<file path="src/rtl/writeback_if.sv">
// Upstream result handshake into the writeback stage: one completed result per transfer,
// optionally carrying a second (high) half destined for R0.
interface writeback_if #(
    parameter int DATA_W = 16,
    parameter int ADDR_W = 4
);
    logic              in_valid;
    logic              in_ready;
    logic [1:0]        in_kind;
    logic [ADDR_W-1:0] in_dest;
    logic [DATA_W-1:0] in_data;
    logic [DATA_W-1:0] in_data_hi;

    modport master (
        output in_valid,
        output in_kind,
        output in_dest,
        output in_data,
        output in_data_hi,
        input  in_ready
    );

    modport slave (
        input  in_valid,
        input  in_kind,
        input  in_dest,
        input  in_data,
        input  in_data_hi,
        output in_ready
    );
endinterface

</file>
<file path="src/rtl/writeback_sequencer.sv">
// Writeback sequencer: buffers completed results, serialises dual-destination results into
// two single register-file writes, and forwards not-yet-retired values to decode.
module writeback_sequencer #(
    parameter int DATA_W = 16,
    parameter int ADDR_W = 4,
    parameter int DEPTH  = 2
) (
    input  logic              clk,
    input  logic              reset,
    writeback_if.slave        up,
    output logic [ADDR_W-1:0] write_reg,
    output logic [DATA_W-1:0] write_data,
    output logic [DATA_W-1:0] r0,
    output logic [1:0]        reg_write,
    input  logic [ADDR_W-1:0] query_reg1,
    input  logic [ADDR_W-1:0] query_reg2,
    output logic              fwd_hit1,
    output logic              fwd_hit2,
    output logic [DATA_W-1:0] fwd_data1,
    output logic [DATA_W-1:0] fwd_data2,
    output logic              busy
);
    localparam int PTR_W = (DEPTH > 1) ? $clog2(DEPTH) : 1;
    localparam int CNT_W = $clog2(DEPTH + 1);

    localparam logic [1:0] KIND_NONE = 2'b00;
    localparam logic [1:0] KIND_RD   = 2'b01;
    localparam logic [1:0] KIND_R0   = 2'b10;
    localparam logic [1:0] KIND_BOTH = 2'b11;

    localparam logic [1:0] RW_IDLE = 2'b00;
    localparam logic [1:0] RW_R0   = 2'b01;
    localparam logic [1:0] RW_RD   = 2'b11;

    typedef enum logic {
        ST_LO = 1'b0,
        ST_HI = 1'b1
    } phase_t;

    typedef struct packed {
        logic [1:0]        kind;
        logic [ADDR_W-1:0] dest;
        logic [DATA_W-1:0] data;
        logic [DATA_W-1:0] data_hi;
    } entry_t;

    entry_t             fifo_mem [DEPTH];
    logic [PTR_W-1:0]   rd_ptr_reg, rd_ptr_next;
    logic [PTR_W-1:0]   wr_ptr_reg, wr_ptr_next;
    logic [CNT_W-1:0]   count_reg, count_next;
    phase_t             state_reg, state_next;

    logic [1:0]         reg_write_reg, reg_write_next;
    logic [ADDR_W-1:0]  write_reg_reg, write_reg_next;
    logic [DATA_W-1:0]  write_data_reg, write_data_next;
    logic [DATA_W-1:0]  r0_reg, r0_next;

    logic               in_ready_int;
    logic               push;
    logic               pop;
    entry_t             entry_in;
    entry_t             head;

    // ------------------------------------------------------------------
    // Acceptance: kind 00 completes the handshake but never occupies a slot.
    // ------------------------------------------------------------------
    assign in_ready_int = reset && (count_reg < CNT_W'(DEPTH));
    assign up.in_ready  = in_ready_int;
    assign push         = up.in_valid && in_ready_int && (up.in_kind != KIND_NONE);

    assign entry_in.kind    = up.in_kind;
    assign entry_in.dest    = up.in_dest;
    assign entry_in.data    = up.in_data;
    assign entry_in.data_hi = up.in_data_hi;

    always_ff @(posedge clk) begin
        if (push) begin
            fifo_mem[wr_ptr_reg] <= entry_in;
        end
    end

    assign head = fifo_mem[rd_ptr_reg];

    // ------------------------------------------------------------------
    // Sequencer: next-state and next-output decode from the FIFO head.
    // ------------------------------------------------------------------
    always_comb begin
        state_next      = state_reg;
        reg_write_next  = RW_IDLE;
        write_reg_next  = write_reg_reg;
        write_data_next = write_data_reg;
        r0_next         = r0_reg;
        pop             = 1'b0;

        if (count_reg != '0) begin
            case (state_reg)
                ST_LO: begin
                    case (head.kind)
                        KIND_RD: begin
                            reg_write_next  = RW_RD;
                            write_reg_next  = head.dest;
                            write_data_next = head.data;
                            pop             = 1'b1;
                        end
                        KIND_R0: begin
                            reg_write_next = RW_R0;
                            r0_next        = head.data;
                            pop            = 1'b1;
                        end
                        KIND_BOTH: begin
                            // Low half now; the entry stays at the head for its R0 half.
                            reg_write_next  = RW_RD;
                            write_reg_next  = head.dest;
                            write_data_next = head.data;
                            state_next      = ST_HI;
                        end
                        default: begin
                            pop = 1'b1;
                        end
                    endcase
                end
                ST_HI: begin
                    reg_write_next = RW_R0;
                    r0_next        = head.data_hi;
                    pop            = 1'b1;
                    state_next     = ST_LO;
                end
                default: begin
                    state_next = ST_LO;
                end
            endcase
        end
    end

    always_comb begin
        wr_ptr_next = wr_ptr_reg + PTR_W'(push);
        rd_ptr_next = rd_ptr_reg + PTR_W'(pop);
        count_next  = count_reg + CNT_W'(push) - CNT_W'(pop);
    end

    always_ff @(posedge clk) begin
        if (!reset) begin
            state_reg      <= ST_LO;
            rd_ptr_reg     <= '0;
            wr_ptr_reg     <= '0;
            count_reg      <= '0;
            reg_write_reg  <= RW_IDLE;
            write_reg_reg  <= '0;
            write_data_reg <= '0;
            r0_reg         <= '0;
        end else begin
            state_reg      <= state_next;
            rd_ptr_reg     <= rd_ptr_next;
            wr_ptr_reg     <= wr_ptr_next;
            count_reg      <= count_next;
            reg_write_reg  <= reg_write_next;
            write_reg_reg  <= write_reg_next;
            write_data_reg <= write_data_next;
            r0_reg         <= r0_next;
        end
    end

    assign reg_write  = reg_write_reg;
    assign write_reg  = write_reg_reg;
    assign write_data = write_data_reg;
    assign r0         = r0_reg;
    assign busy       = (count_reg != '0) || (state_reg == ST_HI);

    // ------------------------------------------------------------------
    // Forwarding: scan pending entries oldest to youngest so the youngest
    // match overwrites; within one entry the R0 half is checked last.
    // ------------------------------------------------------------------
    genvar gi;
    generate
        for (gi = 0; gi < 2; gi++) begin : g_fwd
            logic [ADDR_W-1:0] query;
            logic              hit;
            logic [DATA_W-1:0] data;

            assign query = (gi == 0) ? query_reg1 : query_reg2;

            always_comb begin
                entry_t           e;
                logic [PTR_W-1:0] idx;
                logic             lo_ok;
                hit   = 1'b0;
                data  = '0;
                e     = '0;
                idx   = '0;
                lo_ok = 1'b0;
                for (int i = 0; i < DEPTH; i++) begin
                    idx   = rd_ptr_reg + PTR_W'(i);
                    e     = fifo_mem[idx];
                    // The head's low half has already retired once the HI phase starts.
                    lo_ok = (i != 0) || (state_reg == ST_LO);
                    if (CNT_W'(i) < count_reg) begin
                        if (lo_ok && ((e.kind == KIND_RD) || (e.kind == KIND_BOTH))
                            && (e.dest == query)) begin
                            hit  = 1'b1;
                            data = e.data;
                        end
                        if ((query == '0) && ((e.kind == KIND_R0) || (e.kind == KIND_BOTH))) begin
                            hit  = 1'b1;
                            data = (e.kind == KIND_BOTH) ? e.data_hi : e.data;
                        end
                    end
                end
            end
        end
    endgenerate

    assign fwd_hit1  = g_fwd[0].hit;
    assign fwd_data1 = g_fwd[0].data;
    assign fwd_hit2  = g_fwd[1].hit;
    assign fwd_data2 = g_fwd[1].data;

endmodule

</file>
<file path="src/flat_wrapper.sv">
// flat-port wrapper written by rule: the top's interface ports become plain ports
module writeback_sequencer_flat 
#(
    parameter int DATA_W = 16,
    parameter int ADDR_W = 4,
    parameter int DEPTH  = 2
)
  (clk, reset, write_reg, write_data, r0, reg_write, query_reg1, query_reg2, fwd_hit1, fwd_hit2, fwd_data1, fwd_data2, busy, up_in_valid, up_in_kind, up_in_dest, up_in_data, up_in_data_hi, up_in_ready);
  writeback_if #(.DATA_W(DATA_W), .ADDR_W(ADDR_W)) up_i ();
  input  logic clk;
  input  logic reset;
  output logic [ADDR_W-1:0] write_reg;
  output logic [DATA_W-1:0] write_data;
  output logic [DATA_W-1:0] r0;
  output logic [1:0] reg_write;
  input  logic [ADDR_W-1:0] query_reg1;
  input  logic [ADDR_W-1:0] query_reg2;
  output logic fwd_hit1;
  output logic fwd_hit2;
  output logic [DATA_W-1:0] fwd_data1;
  output logic [DATA_W-1:0] fwd_data2;
  output logic busy;
  input wire logic [$bits(up_i.in_valid)-1:0] up_in_valid;
  input wire logic [$bits(up_i.in_kind)-1:0] up_in_kind;
  input wire logic [$bits(up_i.in_dest)-1:0] up_in_dest;
  input wire logic [$bits(up_i.in_data)-1:0] up_in_data;
  input wire logic [$bits(up_i.in_data_hi)-1:0] up_in_data_hi;
  output wire logic [$bits(up_i.in_ready)-1:0] up_in_ready;
  assign up_i.in_valid = up_in_valid;
  assign up_i.in_kind = up_in_kind;
  assign up_i.in_dest = up_in_dest;
  assign up_i.in_data = up_in_data;
  assign up_i.in_data_hi = up_in_data_hi;
  assign up_in_ready = up_i.in_ready;
  writeback_sequencer #(.DATA_W(DATA_W), .ADDR_W(ADDR_W), .DEPTH(DEPTH)) u_core (.clk(clk), .reset(reset), .up(up_i), .write_reg(write_reg), .write_data(write_data), .r0(r0), .reg_write(reg_write), .query_reg1(query_reg1), .query_reg2(query_reg2), .fwd_hit1(fwd_hit1), .fwd_hit2(fwd_hit2), .fwd_data1(fwd_data1), .fwd_data2(fwd_data2), .busy(busy));
endmodule
</file>
<file path="config.mk">
export PLATFORM = sky130hd
export DESIGN_NAME = writeback_sequencer_flat
export DESIGN_NICKNAME = d
export VERILOG_FILES = /design/src/rtl/writeback_if.sv /design/src/rtl/writeback_sequencer.sv /design/src/flat_wrapper.sv
export SDC_FILE = /design/constraint.sdc
export NUM_CORES = 1
export LEC_CHECK = 0
export ABC_CLOCK_PERIOD_IN_PS = 6600
export BUFFER_PORTS_ARGS = -buffer_cell sky130_fd_sc_hd__buf_2
export CAP_MARGIN = 10
export CORE_MARGIN = 1.5
export CORE_UTILIZATION = 61
export CTS_CLUSTER_SIZE = 28
export DETAILED_ROUTE_END_ITERATION = 8
export PLACE_DENSITY = 0.86
export SLEW_MARGIN = 20
export SYNTH_ARGS = -nofsm -noshare
export SYNTH_HDL_FRONTEND = slang
export SYNTH_SLANG_ARGS = --single-unit
</file>
<file path="constraint.sdc">
create_clock -name clk -period 6.6 [get_ports clk]
set_input_delay 1.32 -clock clk [delete_from_list [all_inputs] [get_ports clk]]
set_output_delay 1.32 -clock clk [all_outputs]
set_load 0.01 [all_outputs]
</file>
Word level (Yosys, flattened, before mapping)
Memories as Yosys holds them, arrays and structs flattened. A register that Yosys moved wholly into a read port is not among the register bits.
Index checks and enable logic that the tools add are counted.
{"block": "classes", "add_sub_neg": 5, "magnitude_cmp": 3, "eq_ne": 11, "n_mux": 38, "n_bitwise": 1, "n_reduce_logical": 25}
{"op": "$mux 16", "count": 15}
{"op": "$pmux 16 s2", "count": 1}
{"op": "$mux 1", "count": 18}
{"op": "$eq 4x4->1", "count": 4}
{"op": "$logic_and 1x1->1", "count": 12}
{"op": "$eq 2x2->1 const B", "count": 4}
{"op": "$logic_not 4->1", "count": 2}
{"op": "$pmux 2 s2", "count": 2}
{"op": "$logic_or 1x1->1", "count": 5}
{"op": "$eq 2x1->1 const B", "count": 2}
{"op": "$lt 1x2->1 const A", "count": 2}
{"op": "$pmux 1 s2", "count": 2}
{"op": "$reduce_and 2->1", "count": 2}
{"op": "$reduce_bool 2->1", "count": 2}
{"op": "$reduce_and 3->1", "count": 1}
{"op": "$add 1x1->1", "count": 2}
{"op": "$add 2x1->2", "count": 1}
{"op": "$lt 2x2->1 const B", "count": 1}
{"op": "$ne 2x2->1 const B", "count": 1}
{"op": "$reduce_or 2->1", "count": 1}
{"op": "$sub 2x1->2", "count": 1}
{"op": "$add 1x1->1 const B", "count": 1}
{"op": "$not 1->1", "count": 1}
{"block": "word_totals", "regBits": 43, "mem_bits_rw": 76, "input_bits": 49, "output_inout_bits": 74, "word_cells": 92, "memories": 1}
{"memory": "u_core.fifo_mem", "words": 2, "width": 38, "read_ports": 2, "rd_ports_with_merged_regs": 1, "wr": 1, "line": "writeback_sequencer.sv:47", "text": "entry_t fifo_mem [DEPTH];"}

Depth between registers and ports, before layout
{"block": "depth", "ltp_word": 10, "depth_mapped": 10, "mapped_depth_nobuf": 9}

Least setup slack after synthesis
OpenSTA, ideal clock, no wires.
{"block": "synth_path", "kind": "input to output", "startpoint": "input port query_reg1[0]", "endpoint": "output port fwd_data1[10]", "arrival_ps": 2966, "t_required_ps": 5280, "slack_ps": 2314, "path_stages": 6, "n_path_buf": 1, "path_cell_list": "or4_4 nor3_4 buf_12 mux2i_1 nand3_1 o2bb2ai_1"}
{"block": "synth_between", "elab_chain_len": 8}
{"item": "from (decl)", "line": "flat_wrapper.sv:16", "text": "input logic [ADDR_W-1:0] query_reg1;"}
{"item": "$eq 4x4->1", "line": "writeback_sequencer.sv:198", "text": "&& (e.dest == query)) begin"}
{"item": "$logic_and 1x1->1", "line": "writeback_sequencer.sv:198"}
{"item": "$mux 16", "line": "writeback_sequencer.sv:197", "text": "if (lo_ok && ((e.kind == KIND_RD) || (e.kind == KIND_BOTH))"}
{"item": "$mux 16", "line": "writeback_sequencer.sv:202", "text": "if ((query == '0) && ((e.kind == KIND_R0) || (e.kind == KIND_BOTH))) begin"}
{"item": "$mux 16", "line": "writeback_sequencer.sv:196", "text": "if (CNT_W'(i) < count_reg) begin"}
{"item": "$mux 16", "line": "writeback_sequencer.sv:197"}
{"item": "$mux 16", "line": "writeback_sequencer.sv:202"}
{"item": "$mux 16 *", "line": "writeback_sequencer.sv:196"}
{"item": "to (decl)", "line": "flat_wrapper.sv:20", "text": "output logic [DATA_W-1:0] fwd_data1;"}
Every way passes the cells marked *; elsewhere a longest branch is shown, timed or not.

Final worst setup path
{"block": "layout_path", "startpoint": "input port query_reg1[0]", "endpoint": "output port fwd_data1[7]"}
The elaborated chain is that of the path after synthesis.

==> results.json <==
{
  "status": "finished clean",
  "wl_um": 17580,
  "ff_latch_area_um2": 3166,
  "portBuffers": 122,
  "yosys.area.top_type_share_pct": 34.08,
  "crit_path_max_incr_delay_ps": 620,
  "rr_worst_depth": 5,
  "routed_via_density": 6.540,
  "core_area_um2": 10790,
  "finalHoldViolCount": 0,
  "grt_start_max_net_pins": 46,
  "h-tree-depth": 4,
  "totalPowerFinal_mw": 3.026,
  "cp.arrival_ps": 3700,
  "num_io_pins": 123,
  "tns_ps": 0,
  "drtIter0Drc": 657,
  "worstPathMaxFanout": 9,
  "setup_ws_ps": 1579,
  "cts_buffers": 17,
  "route.detailed.drc": 0,
  "fin_crit_sh_pct": 76.08,
  "max_freq_ghz": 0.1991,
  "gp_congestion": 0.9008,
  "cpMostUsedCell": "buf_2",
  "hold_ws_ps": 491.0,
  "numPlacedInstances": 727,
  "powerDensity_nw_per_um2": 380.7,
  "slew_headroom_pct": 24.40,
  "nNetsFinal": 661,
  "crit_chain": "buf_2 > or4_4 > nor3_4 > buf_8 > mux2i_1 > nand3_1 > o2bb2ai_1 > buf_2",
  "worstPathRequired_ps": 5280,
  "grt_util_all_layers_pct": 31.29,
  "cts.sinks": 120,
  "cts_tree": "done",
  "synth_top_cell_by_area": "edfxtp_1",
  "clock_latency_ps": 520,
  "fillers": 684,
  "yosys_warnings": 0,
  "die_w_um": 107.8,
  "cts_buffer_depth": 2,
  "slew_viol_final": 0,
  "grt_overflow": 0,
  "cts_setup_buffers": 0,
  "worstHoldStart": "u_core.write_reg[3]$_SDFFE_PN0P_",
  "skew_ps": 6.607,
  "critPathCaptureType": "output port",
  "placed_cell_area_um2": 7308,
  "synth.distinct_cells": 40,
  "first_global_vias": 4982,
  "worst_slew_pin_slew_ps": 1133,
  "grt_first_pass_wirelength_um": 26630,
  "avgRoutedWirePerCell_um": 23.10,
  "rr_endpoint": "u_core.r0[1]$_SDFFE_PN0P_",
  "largest_register_ffs": 76,
  "final_util_pct": 73.65,
  "syn_nets": 549,
  "die_area_um2": 11620,
  "start_kind": "primary input",
  "layout_min_cycle_time_ps": 5021,
  "cts_resized": 0,
  "die_height_um": 107.8,
  "p_leak_nw": 3.018,
  "place_ws_ps": 1493,
  "clockRootBuffer": "clkbuf_8",
  "ys_seq_area_share_pct": 47.23,
  "vias": 4977,
  "syn_area_um2": 6696,
  "design_area_um2": 7949,
  "reg2reg_slack_ps": 4020,
  "path_class": "primary input to output port",
  "synth.avg_cell_area_um2": 13.50,
  "drv_cap": 0,
  "ctsHoldBuffers": 0,
  "antenna_found_initial": 0,
  "area_growth_pct": 18.70,
  "setup_viol": 0,
  "ys_top_cells_by_area": "edfxtp_1, mux2i_1, dfxtp_1, mux4_2, o2bb2ai_1",
  "drive_gt1_share_pct": 34.46,
  "clkTransAtPathRegs_ps": 50,
  "vdd_ir_drop_max_mv": 0.2303,
  "antenna_left": 0,
  "final_cells": 761,
  "hold_depth": 1,
  "antennaDiodeCount": 0,
  "rsz0062_at_grt": "false",
  "dr.pass1.iters": 6,
  "start_util_pct": 62.04,
  "synth.ff_latch_count": 120,
  "multi_input_area_um2": 3319,
  "rows": 38,
  "hold_path_class": "flip-flop to flip-flop",
  "synthCells": 496,
  "hold_end": "u_core.write_reg[3]$_SDFFE_PN0P_",
  "hpwlAfterDp_um": 11420,
  "slowest_stage": "nor3_4"
}
-- worst max-delay path by stage --
stage / cells after the start / slack [ps] / end / start
2_1_floorplan: 6 / 2310 / fwd_data1[10] / query_reg1[0]
3_3_place_gp: 7 / 1600 / fwd_data1[13] / query_reg1[0]
3_5_place_dp: 7 / 1490 / fwd_data1[6] / query_reg1[0]
4_1_cts: 7 / 1440 / fwd_data1[7] / query_reg1[0]
5_1_grt: 8 / 1560 / fwd_data1[7] / query_reg1[0]
6_report: 8 / 1580 / fwd_data1[7] / query_reg1[0]
-- worst max-delay path, delay by kind of cell --
family,cells,cell delay [ps]
buffers and inverters,3,560
AND/OR/NAND/NOR,3,1320
multiplexers,1,250
AO/OA/AOI/OAI,1,240
-- Yosys cell counts (all sizes together) --
cell and instances:
nor2b 19, inv 4, or2 1, nor3 2, mux4 32, mux2 4
o31ai 2, edfxtp 76, nor4 2, xnor2 21, o32ai 1, a21oi 4
nand3 33, mux2i 105, o41ai 2, nand3b 1, and2 7, o2bb2ai 32
clkbuf 11, o21bai 2, ha 4, o211a 21, buf 25, dfxtp 44
o21ai 3, a32oi 2, o31a 2, and3 1, nor2 4, or3 3
nand2 24, or4 2
-- where the power goes --
group	switching, mW	leakage (nW)	internal, mW	total, mW
clock	0.313	0.297	0.592	0.905
sequential	0.102	1.05	0.911	1.01
combinational	0.648	1.67	0.461	1.11
total	1.06	3.02	1.96	3.03
-- logic make-up (layout without fill, tap and decap cells) --
kind of cell | count (synthesis) | after routing | synth area share (%)
muxes | 141 | 141 | 27.62
buffers and inverters | 40 | 165 | 3.494
DFF | 120 | 120 | 47.23
xor gates and xnor gates | 21 | 21 | 2.747
AOI/OAI and AO/OA | 71 | 71 | 10.07
adders and majority gates | 4 | 4 | 0.7474
and+or+nand+nor | 99 | 99 | 8.091
-- metal layers --
metal	global-route usage [%]	vias up	part of all wire [%]
met1	38.83	2407	37
li1	-	2168	-
met5	0	-	0
met2	50.05	330	49
met3	7.627	72	9.7
met4	17.95	0	3.8
-- placed cells by master (no fill, tap or decap), types with 5 or more instances in the layout --
| cell | synthesis | layout |
|---|---|---|
| clkbuf_16 | 0 | 18 |
| nand3_1 | 33 | 33 |
| nand2_1 | 24 | 24 |
| o211a_1 | 21 | 21 |
| clkbuf_8 | 0 | 6 |
| mux4_2 | 32 | 32 |
| buf_4 | 10 | 5 |
| mux2i_1 | 101 | 101 |
| xnor2_1 | 21 | 21 |
| nor2b_1 | 19 | 19 |
| and2_1 | 7 | 7 |
| edfxtp_1 | 76 | 76 |
| buf_2 | 12 | 122 |
| dfxtp_1 | 44 | 42 |
| o2bb2ai_1 | 32 | 32 |
-- cell type report --
cell class              instances  area share, %
multi-input cells             336          41.76
flip-flops and latches        120          39.82
repair buffers                129          8.531
clock buffers                  26          6.800
well taps                     140          2.204
clock inverters                 6         0.6926
inverters                       4         0.1889
Note: power is estimated with default switching activity, not from simulation.
